**src/rtl/pipeline_scoreboard_if.sv**
```systemverilog
// Decode-side request and scoreboard control bundle for pipeline_scoreboard.
// The master drives the D-stage view; the slave returns hazard controls.
interface pipeline_scoreboard_if #(
  parameter int REGNUM       = 16,
  parameter int ADDRESSWIDTH = 4,
  parameter int SELW         = 3,
  parameter int CNTW         = 16
);
  logic                    freeze;
  logic                    branchTakenE;
  logic                    issueValidD;
  logic [ADDRESSWIDTH-1:0] reg1AddressD;
  logic [ADDRESSWIDTH-1:0] reg2AddressD;
  logic                    reg1UsedD;
  logic                    reg2UsedD;
  logic [ADDRESSWIDTH-1:0] regDestinationAddressD;
  logic                    writeEnableD;
  logic [SELW-1:0]         readyStageD;
  logic [SELW-1:0]         data1ForwardSelectorE;
  logic [SELW-1:0]         data2ForwardSelectorE;
  logic                    stallF;
  logic                    stallD;
  logic                    flushD;
  logic                    flushE;
  logic [REGNUM-1:0]       busyMask;
  logic [CNTW-1:0]         stallCount;
  logic [CNTW-1:0]         flushCount;

  modport master (
    output freeze, branchTakenE, issueValidD,
    output reg1AddressD, reg2AddressD,
    output reg1UsedD, reg2UsedD,
    output regDestinationAddressD, writeEnableD,
    output readyStageD,
    input  data1ForwardSelectorE, data2ForwardSelectorE,
    input  stallF, stallD, flushD, flushE,
    input  busyMask, stallCount, flushCount
  );

  modport slave (
    input  freeze, branchTakenE, issueValidD,
    input  reg1AddressD, reg2AddressD,
    input  reg1UsedD, reg2UsedD,
    input  regDestinationAddressD, writeEnableD,
    input  readyStageD,
    output data1ForwardSelectorE, data2ForwardSelectorE,
    output stallF, stallD, flushD, flushE,
    output busyMask, stallCount, flushCount
  );
endinterface

```
**src/rtl/pipeline_scoreboard.sv**
```systemverilog
// Tracks in-flight writers from E to WB and derives load-use stalls,
// forwarding selectors, flushes, a busy mask and event counters.
module pipeline_scoreboard #(
  parameter int REGNUM       = 16,
  parameter int ADDRESSWIDTH = 4,
  parameter int STAGES       = 3,
  parameter int SELW         = 3,
  parameter int CNTW         = 16
) (
  input logic                 clock,
  input logic                 reset,
  pipeline_scoreboard_if.slave sb
);
  localparam int RW = SELW + 1;

  logic [STAGES:1]         r_valid;
  logic [STAGES:1]         r_wr;
  logic [ADDRESSWIDTH-1:0] r_dst [1:STAGES];
  logic [RW-1:0]           r_rdy [1:STAGES];
  logic [ADDRESSWIDTH-1:0] r_src [2];
  logic [1:0]              r_used;
  logic [CNTW-1:0]         r_stallCnt;
  logic [CNTW-1:0]         r_flushCnt;

  logic [ADDRESSWIDTH-1:0] w_srcD [2];
  logic [1:0]              w_useD;
  logic [1:0]              w_hit;
  logic [1:0]              w_haz;
  logic [1:0]              w_fwdHit;
  logic [SELW-1:0]         w_sel [2];
  logic                    w_stall;
  logic                    w_stallD;
  logic                    w_flushD;
  logic                    w_flushE;
  logic                    w_issue;
  logic [RW-1:0]           w_rdyIn;
  logic [RW-1:0]           w_rdyClamp;
  logic [REGNUM-1:0]       w_busy;

  assign w_srcD[0] = sb.reg1AddressD;
  assign w_srcD[1] = sb.reg2AddressD;
  assign w_useD    = {sb.reg2UsedD, sb.reg1UsedD};

  // Ascending k visits the youngest writer first; older ones are ignored.
  always_comb begin
    w_hit = '0;
    w_haz = '0;
    for (int s = 0; s < 2; s++) begin
      for (int k = 1; k <= STAGES; k++) begin
        if (!w_hit[s] && r_valid[k] && r_wr[k]
            && r_dst[k] == w_srcD[s]) begin
          w_hit[s] = 1'b1;
          w_haz[s] = (k + 1) < int'(r_rdy[k]);
        end
      end
    end
  end

  always_comb begin
    w_fwdHit = '0;
    for (int s = 0; s < 2; s++) begin
      w_sel[s] = '0;
      for (int k = 2; k <= STAGES; k++) begin
        if (r_used[s] && !w_fwdHit[s] && r_valid[k] && r_wr[k]
            && r_dst[k] == r_src[s] && k >= int'(r_rdy[k])) begin
          w_fwdHit[s] = 1'b1;
          w_sel[s]    = SELW'(k - 1);
        end
      end
    end
  end

  assign w_stall  = sb.issueValidD & |(w_useD & w_haz);
  assign w_stallD = w_stall | sb.freeze;
  assign w_flushE = (w_stall | sb.branchTakenE) & ~sb.freeze;
  assign w_flushD = sb.branchTakenE & ~sb.freeze;
  assign w_issue  = sb.issueValidD & ~w_stall & ~sb.branchTakenE;

  assign w_rdyIn = {1'b0, sb.readyStageD};

  always_comb begin
    w_rdyClamp = w_rdyIn;
    if (w_rdyIn < RW'(2))
      w_rdyClamp = RW'(2);
    else if (w_rdyIn > RW'(STAGES))
      w_rdyClamp = RW'(STAGES);
  end

  always_comb begin
    w_busy = '0;
    for (int k = 1; k <= STAGES; k++)
      if (r_valid[k] && r_wr[k])
        w_busy[r_dst[k]] = 1'b1;
  end

  always_ff @(posedge clock or posedge reset) begin
    if (reset) begin
      r_valid <= '0;
      r_wr    <= '0;
      r_used  <= '0;
      r_src[0] <= '0;
      r_src[1] <= '0;
      for (int k = 1; k <= STAGES; k++) begin
        r_dst[k] <= '0;
        r_rdy[k] <= '0;
      end
    end else if (!sb.freeze) begin
      for (int k = STAGES; k >= 2; k--) begin
        r_valid[k] <= r_valid[k-1];
        r_wr[k]    <= r_wr[k-1];
        r_dst[k]   <= r_dst[k-1];
        r_rdy[k]   <= r_rdy[k-1];
      end
      r_valid[1] <= w_issue;
      r_wr[1]    <= w_issue & sb.writeEnableD;
      r_dst[1]   <= sb.regDestinationAddressD;
      r_rdy[1]   <= w_rdyClamp;
      r_src[0]   <= w_srcD[0];
      r_src[1]   <= w_srcD[1];
      r_used     <= w_useD & {2{w_issue}};
    end
  end

  always_ff @(posedge clock or posedge reset) begin
    if (reset) begin
      r_stallCnt <= '0;
      r_flushCnt <= '0;
    end else begin
      if (w_stallD && r_stallCnt != '1)
        r_stallCnt <= r_stallCnt + CNTW'(1);
      if (w_flushD && r_flushCnt != '1)
        r_flushCnt <= r_flushCnt + CNTW'(1);
    end
  end

  assign sb.data1ForwardSelectorE = w_sel[0];
  assign sb.data2ForwardSelectorE = w_sel[1];
  assign sb.stallF     = w_stallD;
  assign sb.stallD     = w_stallD;
  assign sb.flushD     = w_flushD;
  assign sb.flushE     = w_flushE;
  assign sb.busyMask   = w_busy;
  assign sb.stallCount = r_stallCnt;
  assign sb.flushCount = r_flushCnt;
endmodule

```
**src/flat_wrapper.sv**
```systemverilog
// flat-port wrapper written by rule: the top's interface ports become plain ports
module pipeline_scoreboard_flat 
#(
  parameter int REGNUM       = 16,
  parameter int ADDRESSWIDTH = 4,
  parameter int STAGES       = 3,
  parameter int SELW         = 3,
  parameter int CNTW         = 16
)
  (clock, reset, sb_freeze, sb_branchTakenE, sb_issueValidD, sb_reg1AddressD, sb_reg2AddressD, sb_reg1UsedD, sb_reg2UsedD, sb_regDestinationAddressD, sb_writeEnableD, sb_readyStageD, sb_data1ForwardSelectorE, sb_data2ForwardSelectorE, sb_stallF, sb_stallD, sb_flushD, sb_flushE, sb_busyMask, sb_stallCount, sb_flushCount);
  pipeline_scoreboard_if #(.REGNUM(REGNUM), .ADDRESSWIDTH(ADDRESSWIDTH), .SELW(SELW), .CNTW(CNTW)) sb_i ();
  input logic clock;
  input logic reset;
  input wire logic [$bits(sb_i.freeze)-1:0] sb_freeze;
  input wire logic [$bits(sb_i.branchTakenE)-1:0] sb_branchTakenE;
  input wire logic [$bits(sb_i.issueValidD)-1:0] sb_issueValidD;
  input wire logic [$bits(sb_i.reg1AddressD)-1:0] sb_reg1AddressD;
  input wire logic [$bits(sb_i.reg2AddressD)-1:0] sb_reg2AddressD;
  input wire logic [$bits(sb_i.reg1UsedD)-1:0] sb_reg1UsedD;
  input wire logic [$bits(sb_i.reg2UsedD)-1:0] sb_reg2UsedD;
  input wire logic [$bits(sb_i.regDestinationAddressD)-1:0] sb_regDestinationAddressD;
  input wire logic [$bits(sb_i.writeEnableD)-1:0] sb_writeEnableD;
  input wire logic [$bits(sb_i.readyStageD)-1:0] sb_readyStageD;
  output wire logic [$bits(sb_i.data1ForwardSelectorE)-1:0] sb_data1ForwardSelectorE;
  output wire logic [$bits(sb_i.data2ForwardSelectorE)-1:0] sb_data2ForwardSelectorE;
  output wire logic [$bits(sb_i.stallF)-1:0] sb_stallF;
  output wire logic [$bits(sb_i.stallD)-1:0] sb_stallD;
  output wire logic [$bits(sb_i.flushD)-1:0] sb_flushD;
  output wire logic [$bits(sb_i.flushE)-1:0] sb_flushE;
  output wire logic [$bits(sb_i.busyMask)-1:0] sb_busyMask;
  output wire logic [$bits(sb_i.stallCount)-1:0] sb_stallCount;
  output wire logic [$bits(sb_i.flushCount)-1:0] sb_flushCount;
  assign sb_i.freeze = sb_freeze;
  assign sb_i.branchTakenE = sb_branchTakenE;
  assign sb_i.issueValidD = sb_issueValidD;
  assign sb_i.reg1AddressD = sb_reg1AddressD;
  assign sb_i.reg2AddressD = sb_reg2AddressD;
  assign sb_i.reg1UsedD = sb_reg1UsedD;
  assign sb_i.reg2UsedD = sb_reg2UsedD;
  assign sb_i.regDestinationAddressD = sb_regDestinationAddressD;
  assign sb_i.writeEnableD = sb_writeEnableD;
  assign sb_i.readyStageD = sb_readyStageD;
  assign sb_data1ForwardSelectorE = sb_i.data1ForwardSelectorE;
  assign sb_data2ForwardSelectorE = sb_i.data2ForwardSelectorE;
  assign sb_stallF = sb_i.stallF;
  assign sb_stallD = sb_i.stallD;
  assign sb_flushD = sb_i.flushD;
  assign sb_flushE = sb_i.flushE;
  assign sb_busyMask = sb_i.busyMask;
  assign sb_stallCount = sb_i.stallCount;
  assign sb_flushCount = sb_i.flushCount;
  pipeline_scoreboard #(.REGNUM(REGNUM), .ADDRESSWIDTH(ADDRESSWIDTH), .STAGES(STAGES), .SELW(SELW), .CNTW(CNTW)) u_core (.clock(clock), .reset(reset), .sb(sb_i));
endmodule
```
**config.mk**
```make
export PLATFORM = sky130hd
export DESIGN_NAME = pipeline_scoreboard_flat
export DESIGN_NICKNAME = d
export VERILOG_FILES = /design/src/rtl/pipeline_scoreboard_if.sv /design/src/rtl/pipeline_scoreboard.sv /design/src/flat_wrapper.sv
export SDC_FILE = /design/constraint.sdc
export NUM_CORES = 1
export LEC_CHECK = 0
export BUFFER_PORTS_ARGS = -buffer_cell sky130_fd_sc_hd__buf_2
export CAP_MARGIN = 5
export CELL_PAD_IN_SITES_DETAIL_PLACEMENT = 0
export CELL_PAD_IN_SITES_GLOBAL_PLACEMENT = 1
export CORE_ASPECT_RATIO = 1.75
export CORE_UTILIZATION = 46
export DETAILED_ROUTE_END_ITERATION = 16
export HOLD_SLACK_MARGIN = 0.1
export PLACE_DENSITY = 0.86
export SLEW_MARGIN = 10
export SYNTH_ARGS = -nofsm -noshare
export SYNTH_HDL_FRONTEND = slang
export SYNTH_SLANG_ARGS = --single-unit
```
**constraint.sdc**
```tcl
create_clock -name clock -period 3.4 [get_ports clock]
set_input_delay 0.51 -clock clock [delete_from_list [all_inputs] [get_ports clock]]
set_output_delay 0.51 -clock clock [all_outputs]
set_load 0.02 [all_outputs]
```
==> results.cfg, run 1 <==
[drt]
wl_per_cell_um = 17.5
drt_iter0_drc = 130
route.detailed.drc = 0
avgViaCountPerCell = 5.68
drt_wl_total_um = 9570
vias = 3100
drtAntennaViolNets = 0
first_pass_iters = 4

[yosys]
yosysSeqAreaShare_pct = 44.3
synth_mux_area_share_pct = 9.25
synth_top_area_share_pct = 44.3
syn_inst = 374
synth_top_area_cell = dfrtp_1
synth-compound-area-share_pct = 7.20
ys_warn_count = 0
async_reset_ff_share_pct = 100
synth_xor_area_share_pct = 15.5
synth_seq_cells = 69
synth_flop_cell = dfrtp_1
synth_top_family_by_area = simple AND/OR/NAND/NOR gates
ys_top_cells_by_area = dfrtp_1 (44%), xnor2_1 (9.0%), mux2_2 (9.0%)
synth_simple_gate_area_share_pct = 19.1
synth_edf_count = 0
ys_types = 49
syn_avg_cell_area_sq_um = 10.4
netlist_area_sq_um = 3890
synth_fa_ha_area_share_pct = 0.643

[cells_and_area]
syn_to_final_growth_pct = 18.2
drive_gt1_share_pct = 30.6
fin_nets = 475
final_cell_mix = buf_2 (78), dfrtp_1 (69), nand2_1 (42)
layout_commonest_cell = buf_2
num_antenna_cells = 0

[worst_setup_path]
crit_path_end_kind = primary output
cp_max_fo = 11
cp.arrival_ns = 2.55
required_ns = 2.89
slowest_stage = dfrtp_1
critPathLaunchType = register
cp_slowest_stage_delay_ns = 0.53
critPathKind = register to primary output
critical_path.cell_chain = xor2_1, nor2_1, or4bb_1, o311a_1, or2_4, a31o_1, buf_2

[sta]
hold_viol = 0
slew-limit-headroom_pct = 53.1
skew_ns = 0.00500
holdWs_ns = 0.279
rsz0062_at_grt = false
tns_ns = 0
slew_viol_final = 0
min_period_ns = 3.06
tightest_slew_ns = 0.702
period_share_pct = 89.9
setup_viol = 0
max_freq_mhz = 327

[global_routing]
grt_pass1_vias = 3145
grt_antenna_before_repair = 0
grt_pass1_wl_um = 15500
grt_max_degree = 41
grt_overflow = 0
global_route.usage.total_pct = 23.1

[clock_tree]
ctsHoldBuffers = 0
cts.sinks = 69
cts_resized = 0
clk_pin_slew_ns = 0.05
htreeDepth = 3
ctsRootBufferMaster = clkbuf_16
cts_setup_buffers = 0
cts_inserted_buffers = 9
clk_latency_ns = 0.33
cts_tree = yes
cts_buffer_depth = 2

[power]
p_leak_nw = 2.17
vdd_ir_drop_max_v = 0.000460
power.density_nw_per_um2 = 554

[placed_design]
portBuffers = 78
dp_hpwl_um = 7240
place_congestion = 0.956

[floorplan]
io_pins = 81
die-area_sq_um = 8850
core.rowCount = 44
start_util_pct = 47.2
die_h_um = 124
fp.dieW_um = 71.6
design.core.area_sq_um = 8260

[status]
status = finished clean

[hold_path]
hold_path.class = input port to asynchronous set/reset pin

[job]
drv_cap = 0
[layout make-up]
class / count / area [sq um]
sequential: 69 / 1730
clock inverter: 2 / 10.0
inverter: 5 / 18.8
clock buffer: 13 / 250
tap: 92 / 115
timing repair buffer: 87 / 458
fill: 722 / 3660
multi-input combinational: 278 / 2020
[worst max-delay path, delay by kind of cell, from the launching register on]
family	cells	cell delay [ns]
flip-flops	1	0.53
AND/OR/NAND/NOR	3	0.92
XOR/XNOR	1	0.22
buffers and inverters	1	0.15
AO/OA/AOI/OAI	2	0.40
[final timing paths]
| check | start | endpoint | slack (ns) | depth (start not counted) |
|---|---|---|---|---|
| max in group asynchronous | reset | u_core.r_dst[9] | 2.37 | 3 |
| setup / recovery | u_core.r_dst[9] | sb_flushE | 0.34 | 7 |
| setup reg to reg | u_core.r_dst[4] | u_core.sb.stallCount[1] | 0.92 | 7 |
| hold / removal | reset | u_core.sb.flushCount[3] | 0.28 | 2 |
| min in group clock | sb_writeEnableD | u_core.r_wr[1] | 0.40 | 2 |
| hold reg to reg | u_core.sb.stallCount[12] | u_core.sb.stallCount[12] | 0.49 | 1 |
[through the flow]
stage               instance area, sq um  total power [mW]  setup slack (ns)  std cells  utilization [%]
global placement                    4340              1.72             0.564        531             52.6
global route                        4600              2.67             0.238        546             55.7
floorplan                           3900              1.53             0.852        375                -
CTS                                 4600              2.57             0.326        546             55.7
finish                              4600              2.55             0.344        546             55.7
detailed placement                  4340              1.73             0.526        531             52.6
[Yosys cell counts (3+ instances only)]
| master | instances |
|---|---|
| dfrtp_1 | 69 |
| nor2b_1 | 7 |
| a21oi_1 | 4 |
| clkbuf_1 | 6 |
| a22oi_1 | 9 |
| xor2_1 | 29 |
| xnor2_1 | 40 |
| a32oi_1 | 6 |
| nor3b_1 | 5 |
| buf_6 | 3 |
| mux2_2 | 31 |
| buf_4 | 3 |
| nand4_1 | 18 |
| a22o_1 | 3 |
| nor4_1 | 6 |
| buf_1 | 3 |
| and3_1 | 10 |
| nand2_1 | 42 |
| inv_1 | 5 |
| nor3_1 | 5 |
| buf_2 | 8 |
| nor2_1 | 13 |
| nand3_1 | 18 |
[cell families (layout without fill, tap and decap cells)]
| kind of cell | count (synthesis) | in the layout |
|---|---|---|
| flops | 69 | 69 |
| other cells | 1 | 2 |
| xor+xnor | 69 | 69 |
| simple gates | 138 | 138 |
| buf+inv | 28 | 107 |
| mux | 32 | 32 |
| compound gates | 35 | 35 |
| fa+ha+maj | 2 | 2 |
[power breakdown]
part	leakage, nW	switching, mW	total (mW)	internal [mW]
registers	0.859	0.172	1.11	0.941
clock network	0.129	0.319	0.826	0.507
logic	1.19	0.348	0.607	0.260
total	2.17	0.839	2.55	1.71
[sequential cells by signal (all words and copies together) (netlist names)]
name / cells
u_core.r_src: 8
u_core.r_wr: 3
u_core.r_rdy: 9
u_core.r_dst: 12
u_core.sb.stallCount: 16
u_core.r_used: 2
u_core.sb.flushCount: 16
u_core.r_valid: 3
[layer usage]
metal | GRT usage (%) | share of wire (%) | up-vias
met5 | 0 | 0 | -
met3 | 3.88 | 4.0 | 24
met2 | 41.8 | 53 | 116
met1 | 25.8 | 39 | 1497
met4 | 11.8 | 3.5 | 0
li1 | - | - | 1463
Power figures use the tool's default switching activity.
==> run 2, diff against run 1 <==
--- a/config.mk
+++ b/config.mk
@@ -10,6 +10,7 @@
 export CELL_PAD_IN_SITES_DETAIL_PLACEMENT = 0
 export CELL_PAD_IN_SITES_GLOBAL_PLACEMENT = 1
 export CORE_ASPECT_RATIO = 1.75
+export CORE_MARGIN = 3
 export CORE_UTILIZATION = 46
 export DETAILED_ROUTE_END_ITERATION = 16
 export HOLD_SLACK_MARGIN = 0.1
==> run 2 against run 1 <==
  * Critical path depth did not move
  * Flip-flop and latch count unchanged
  * Global-route usage decreased by 2.3 points
  * Worst setup slack gained 0.039 ns
  * Clock-buffer cell count grew 1
  * Die area is 9.0% higher
  * First-iteration DRC count decreased by 13%
  * Utilization is 1.8 points higher
  * Combinational power grew 2%
  * Via count decreased by 0.71%
  * Sequential share of layout area fell by 0.32 points
  * Cell count decreased by 0.18%
==> results.cfg, run 2 (synthesized netlist as in run 1, its figures left out) <==
[sta]
tns_ns = 0
slew-limit-headroom_pct = 37.9
hold_viol = 0
slew_viol_final = 0
max_freq_mhz = 331
setup_ws_ns = 0.383
setup_viol = 0
tightest_slew_ns = 0.931
rsz0062_at_grt = false
holdWs_ns = 0.365
min_period_ns = 3.02
skew_ns = 0.00283
period_share_pct = 88.7

[floorplan]
start_util_pct = 48.2
die-area_sq_um = 9650
core.rowCount = 43
design.core.area_sq_um = 8070
io_pins = 81
die_h_um = 128
fp.dieW_um = 75.6

[placed_design]
post-place-ws_ns = 0.589
placed_area_sq_um = 4350
portBuffers = 78
place_inst = 530
place_congestion = 0.866
dp_hpwl_um = 7200

[clock_tree]
cts.sinks = 69
cts_setup_buffers = 0
clk_latency_ns = 0.32
cts_inserted_buffers = 9
htreeDepth = 3
cts_resized = 0
ctsRootBufferMaster = clkbuf_16
clk_pin_slew_ns = 0.05
ctsHoldBuffers = 0
cts_buffer_depth = 2
cts_tree = yes

[status]
status = finished clean

[drt]
drt_iter0_drc = 113
drtAntennaViolNets = 0
avgViaCountPerCell = 5.65
route.detailed.drc = 0
vias = 3078
first_pass_iters = 4
drt_wl_total_um = 9440
wl_per_cell_um = 17.3

[global_routing]
grt_antenna_before_repair = 0
grt_overflow = 0
grt_pass1_wl_um = 15200
grt_pass1_vias = 3164
global_route.usage.total_pct = 20.8
grt_max_degree = 56

[cells_and_area]
design_area_sq_um = 4640
drive_gt1_share_pct = 30.8
fin_nets = 476
layout_commonest_cell = buf_2
final_cell_mix = buf_2 (78), dfrtp_1 (69), nand2_1 (42)
num_antenna_cells = 0
finalNonFillerCells = 545
syn_to_final_growth_pct = 19.2
n_fill_cell = 707

[worst_setup_path]
cp_max_fo = 11
crit_path_end_kind = primary output
critPathTopFamily = simple AND/OR/NAND/NOR gates
critPathKind = register to primary output
slowest_stage = dfrtp_1
cp.arrival_ns = 2.51
cp_num_buf_inv = 1
required_ns = 2.89
critical_path.cell_chain = xor2_1, nor2_1, or4bb_1, o311a_1, or2_4, a31o_1, buf_2
critPathLaunchType = register
cp_slowest_stage_delay_ns = 0.54

[power]
power.density_nw_per_um2 = 569
vdd_ir_drop_max_v = 0.000508
p_leak_nw = 2.19

[job]
drv_cap = 0

[hold_path]
hold_path.class = input port to asynchronous set/reset pin
==> run 2: cell count changes in the layout (fill, tap and decap cells not counted), sizes merged <==
| cell | change |
|---|---|
| clkinv | -1 |
| inv | -1 |
| buf | +1 |
| bufinv | +1 |
| clkbuf | +1 |
==> run 2: area by class of cell <==
class	count	area, sq um	share of cell area (%)
Timing Repair Buffer	88	465	10.0
Clock inverter	1	30.0	0.647
Sequential cell	69	1730	37.2
Clock buffer	14	264	5.69
Multi-Input combinational cell	278	2020	43.6
Inverter	5	20.0	0.431
Tap cell	90	113	2.43
==> run 2: power by group <==
group          switching [mW]  total, mW  internal, mW
logic                   0.354      0.617         0.263
registers               0.163       1.10         0.941
clock network           0.314      0.917         0.604
total                   0.831       2.64          1.81
==> run 2: final timing paths <==
kind / from / end / slack, ns / cells past startpoint
setup / recovery: u_core.r_dst[9] / sb_flushE / 0.38 / 7
hold / removal: reset / u_core.sb.stallCount[0] / 0.37 / 2
setup reg to reg: u_core.r_dst[8] / u_core.sb.stallCount[1] / 0.89 / 7
hold reg to reg: u_core.sb.stallCount[9] / u_core.sb.stallCount[9] / 0.48 / 1
max in group asynchronous: reset / u_core.r_rdy[2] / 2.40 / 3
min in group clock: sb_writeEnableD / u_core.r_wr[1] / 0.40 / 2
==> run 2: per-stage QoR <==
stage	util (%)	power [mW]
after floorplan	-	1.53
after global placement	53.8	1.72
after detailed placement	53.8	1.73
after CTS	57.5	2.67
after global routing	57.5	2.78
final	57.5	2.64
==> run 2: worst register-to-register path: stages (launching register included) <==
cell and delay [ns]:
dfrtp_1 0.62, xnor2_1 0.18, nand3_1 0.12, or3b_1 0.38, a31oi_2 0.25, o21ai_2 0.11
a21oi_4 0.37, mux2_1 0.36
==> run 2: layer usage <==
| metal | GRT usage (%) | up-vias | part of all wire, % |
|---|---|---|---|
| met3 | 5.18 | 16 | 4.9 |
| met4 | 10.3 | 0 | 2.6 |
| met5 | 0 | - | 0 |
| li1 | - | 1468 | - |
| met1 | 23.3 | 1499 | 39 |
| met2 | 35.5 | 95 | 53 |
==> run 3, diff against run 2 <==
--- a/config.mk
+++ b/config.mk
@@ -5,13 +5,14 @@
 export SDC_FILE = /design/constraint.sdc
 export NUM_CORES = 1
 export LEC_CHECK = 0
+export ABC_AREA = 1
 export BUFFER_PORTS_ARGS = -buffer_cell sky130_fd_sc_hd__buf_2
-export CAP_MARGIN = 5
+export CAP_MARGIN = 10
 export CELL_PAD_IN_SITES_DETAIL_PLACEMENT = 0
 export CELL_PAD_IN_SITES_GLOBAL_PLACEMENT = 1
 export CORE_ASPECT_RATIO = 1.75
 export CORE_MARGIN = 3
-export CORE_UTILIZATION = 46
+export CORE_UTILIZATION = 44
 export DETAILED_ROUTE_END_ITERATION = 16
 export HOLD_SLACK_MARGIN = 0.1
 export PLACE_DENSITY = 0.86
==> run 3 against run 2 <==
  * Flip-flop and latch count unchanged
  * Clock-buffer cell count decreased by 4
  * Design area increased by 8.3%
  * Largest cell class unchanged
  * Highest routed layer unchanged
==> results.cfg, run 3 <==
[status]
status = finished clean

[yosys]
ys_types = 39
syn_inst = 577
synth_edf_count = 0
ys_warn_count = 0
synth_top_area_cell = dfrtp_1
synth_common_cells = nand2_1 (168), dfrtp_1 (69), inv_1 (47), nor2_1 (44), nand3_1 (43)
yosysSeqAreaShare_pct = 40.0
syn_avg_cell_area_sq_um = 7.49
ys_top_cells_by_area = dfrtp_1 (40%), nand2_1 (15%), nand3_1 (5.0%)
async_reset_ff_share_pct = 100
synth_seq_cells = 69
synth_flop_cell = dfrtp_1
synth_top_area_share_pct = 40.0
synth.most_common_cell = nand2_1
netlist_area_sq_um = 4320

[global_routing]
grt_pass1_wl_um = 19900
grt_pass1_vias = 4104
global_route.usage.total_pct = 23.5
grt_max_degree = 46
grt_antenna_before_repair = 0
grt_overflow = 0

[worst_setup_path]
cp_max_fo = 9
critPathLaunchType = register
crit_path_end_kind = primary output
critPathKind = register to primary output
cp.arrival_ns = 2.23
required_ns = 2.89

[clock_tree]
cts.sinks = 69
ctsRootBufferMaster = clkbuf_16
cts_tree = yes
clk_latency_ns = 0.33
ctsHoldBuffers = 0
cts_resized = 0
htreeDepth = 3
clk_pin_slew_ns = 0.06
cts_inserted_buffers = 9
cts_setup_buffers = 0
cts_buffer_depth = 2

[sta]
min_period_ns = 2.74
max_freq_mhz = 366
tns_ns = 0
slew_viol_final = 0
hold_viol = 0
rsz0062_at_grt = false
period_share_pct = 80.4
skew_ns = 0.00690
slew-limit-headroom_pct = 54.1
holdWs_ns = 0.229
tightest_slew_ns = 0.688
setup_viol = 0

[floorplan]
fp.dieW_um = 80.9
design.core.area_sq_um = 9530
io_pins = 81
core.rowCount = 47
die-area_sq_um = 11100
die_h_um = 137
start_util_pct = 45.4

[power]
comb_power_share_pct = 20.5
p_sw_mw = 0.846
p_leak_nw = 2.56
swShare_pct = 34.4
vdd_ir_drop_max_v = 0.000414
p_int_mw = 1.62
power.density_nw_per_um2 = 490
p_clk_share_pct = 36.2
p_seq_share_pct = 43.3
total_power_mw = 2.46

[drt]
route.detailed.drc = 0
highest_layer = met4
wl_met1_um = 4720
avgViaCountPerCell = 5.17
drtAntennaViolNets = 0
drt_iter0_drc = 190
wl_per_cell_um = 15.5
wl_met3_um = 450
vias = 4004
wl_met2_um = 6360
first_pass_iters = 4
drt_wl_total_um = 12000

[cells_and_area]
final_cell_mix = nand2_1 (168), buf_2 (78), dfrtp_1 (69)
layout_commonest_cell = nand2_1
postLayoutCoreUtil_pct = 52.7
syn_to_final_growth_pct = 16.3
drive_gt1_share_pct = 22.1
num_antenna_cells = 0
fin_nets = 673

[placed_design]
place_congestion = 0.937
dp_hpwl_um = 9160
portBuffers = 78

[hold_path]
hold_path.class = input port to asynchronous set/reset pin

[job]
drv_cap = 0
[run 3: changes by cell type after synthesis, moves of 10 or more]
cell     change
xnor2_1     -18
nand2_2     +17
o21ai_0     +35
nand2_1    +126
nor2_1      +31
mux2_2      -31
inv_1       +42
nand3_1     +25
xor2_1      -10
and3_1      -10
[run 3: power by group through the flow]
stage	combinational [mW]	clock, mW	sequential [mW]
floorplan	0.330	0	1.09
global placement	0.500	0	1.08
detailed placement	0.508	0	1.08
CTS	0.510	0.911	1.06
global route	0.565	0.949	1.09
finish	0.505	0.891	1.07
[run 3: stage by stage]
stage               instance area (sq um)  std cells  worst slack [ns]
floorplan                            4330        578             0.983
global placement                     4740        759              1.03
detailed placement                   4740        759             0.998
CTS                                  5020        775             0.666
global route                         5020        775             0.518
finish                               5020        775             0.665
[run 3: layer usage]
metal | GRT usage, % | vias up
met4 | 13.7 | 0
met5 | 0 | -
met2 | 42.3 | 124
met1 | 25.0 | 1851
li1 | - | 1998
met3 | 3.75 | 31
[run 3: final timing paths]
path,from,end,slack [ns],cells past startpoint
worst max-delay path,u_core.r_dst[7],sb_flushE,0.66,13
worst min-delay path,reset,u_core.r_dst[10],0.23,3
worst max register to register,u_core.r_dst[7],u_core.sb.stallCount[13],1.33,15
worst min register to register,u_core.r_valid[3],u_core.r_valid[3],0.48,2
max in group asynchronous,reset,u_core.r_rdy[8],2.64,3
min in group clock,sb_regDestinationAddressD[3],u_core.r_dst[11],0.38,3
[run 3: worst max-delay path, cell delays in order (launching register included)]
cell     delay [ns]
dfrtp_1        0.61
inv_4          0.13
nand2_2        0.09
nand2_2        0.05
nor2_2         0.10
nand3_2        0.08
o21ai_1        0.12
nand2_1        0.06
nand2_1        0.07
nand2_2        0.06
nand2_2        0.07
nand2_4        0.07
a21oi_1        0.18
buf_2          0.20
[run 3: layout make-up]
cell class	instances	area [sq um]
repair buffers	82	420
flip-flops and latches	69	1730
multi-input cells	431	2220
clock inverters	6	46.3
clock buffers	10	239
inverters	55	215
fillers	982	4500
well taps	122	153
[run 3: cell families (layout without fill, tap and decap cells)]
| logic type | Yosys count | after routing | share of synthesized area, % |
|---|---|---|---|
| XOR/XNOR | 41 | 41 | 8.31 |
| buffers and inverters | 78 | 153 | 8.66 |
| adder cells (fa/ha/maj) | 2 | 2 | 0.579 |
| AND/OR/NAND/NOR | 318 | 318 | 33.4 |
| flip-flops | 69 | 69 | 40.0 |
| AO/OA/AOI/OAI | 68 | 68 | 9.03 |
| other | 1 | 2 | 0.0868 |
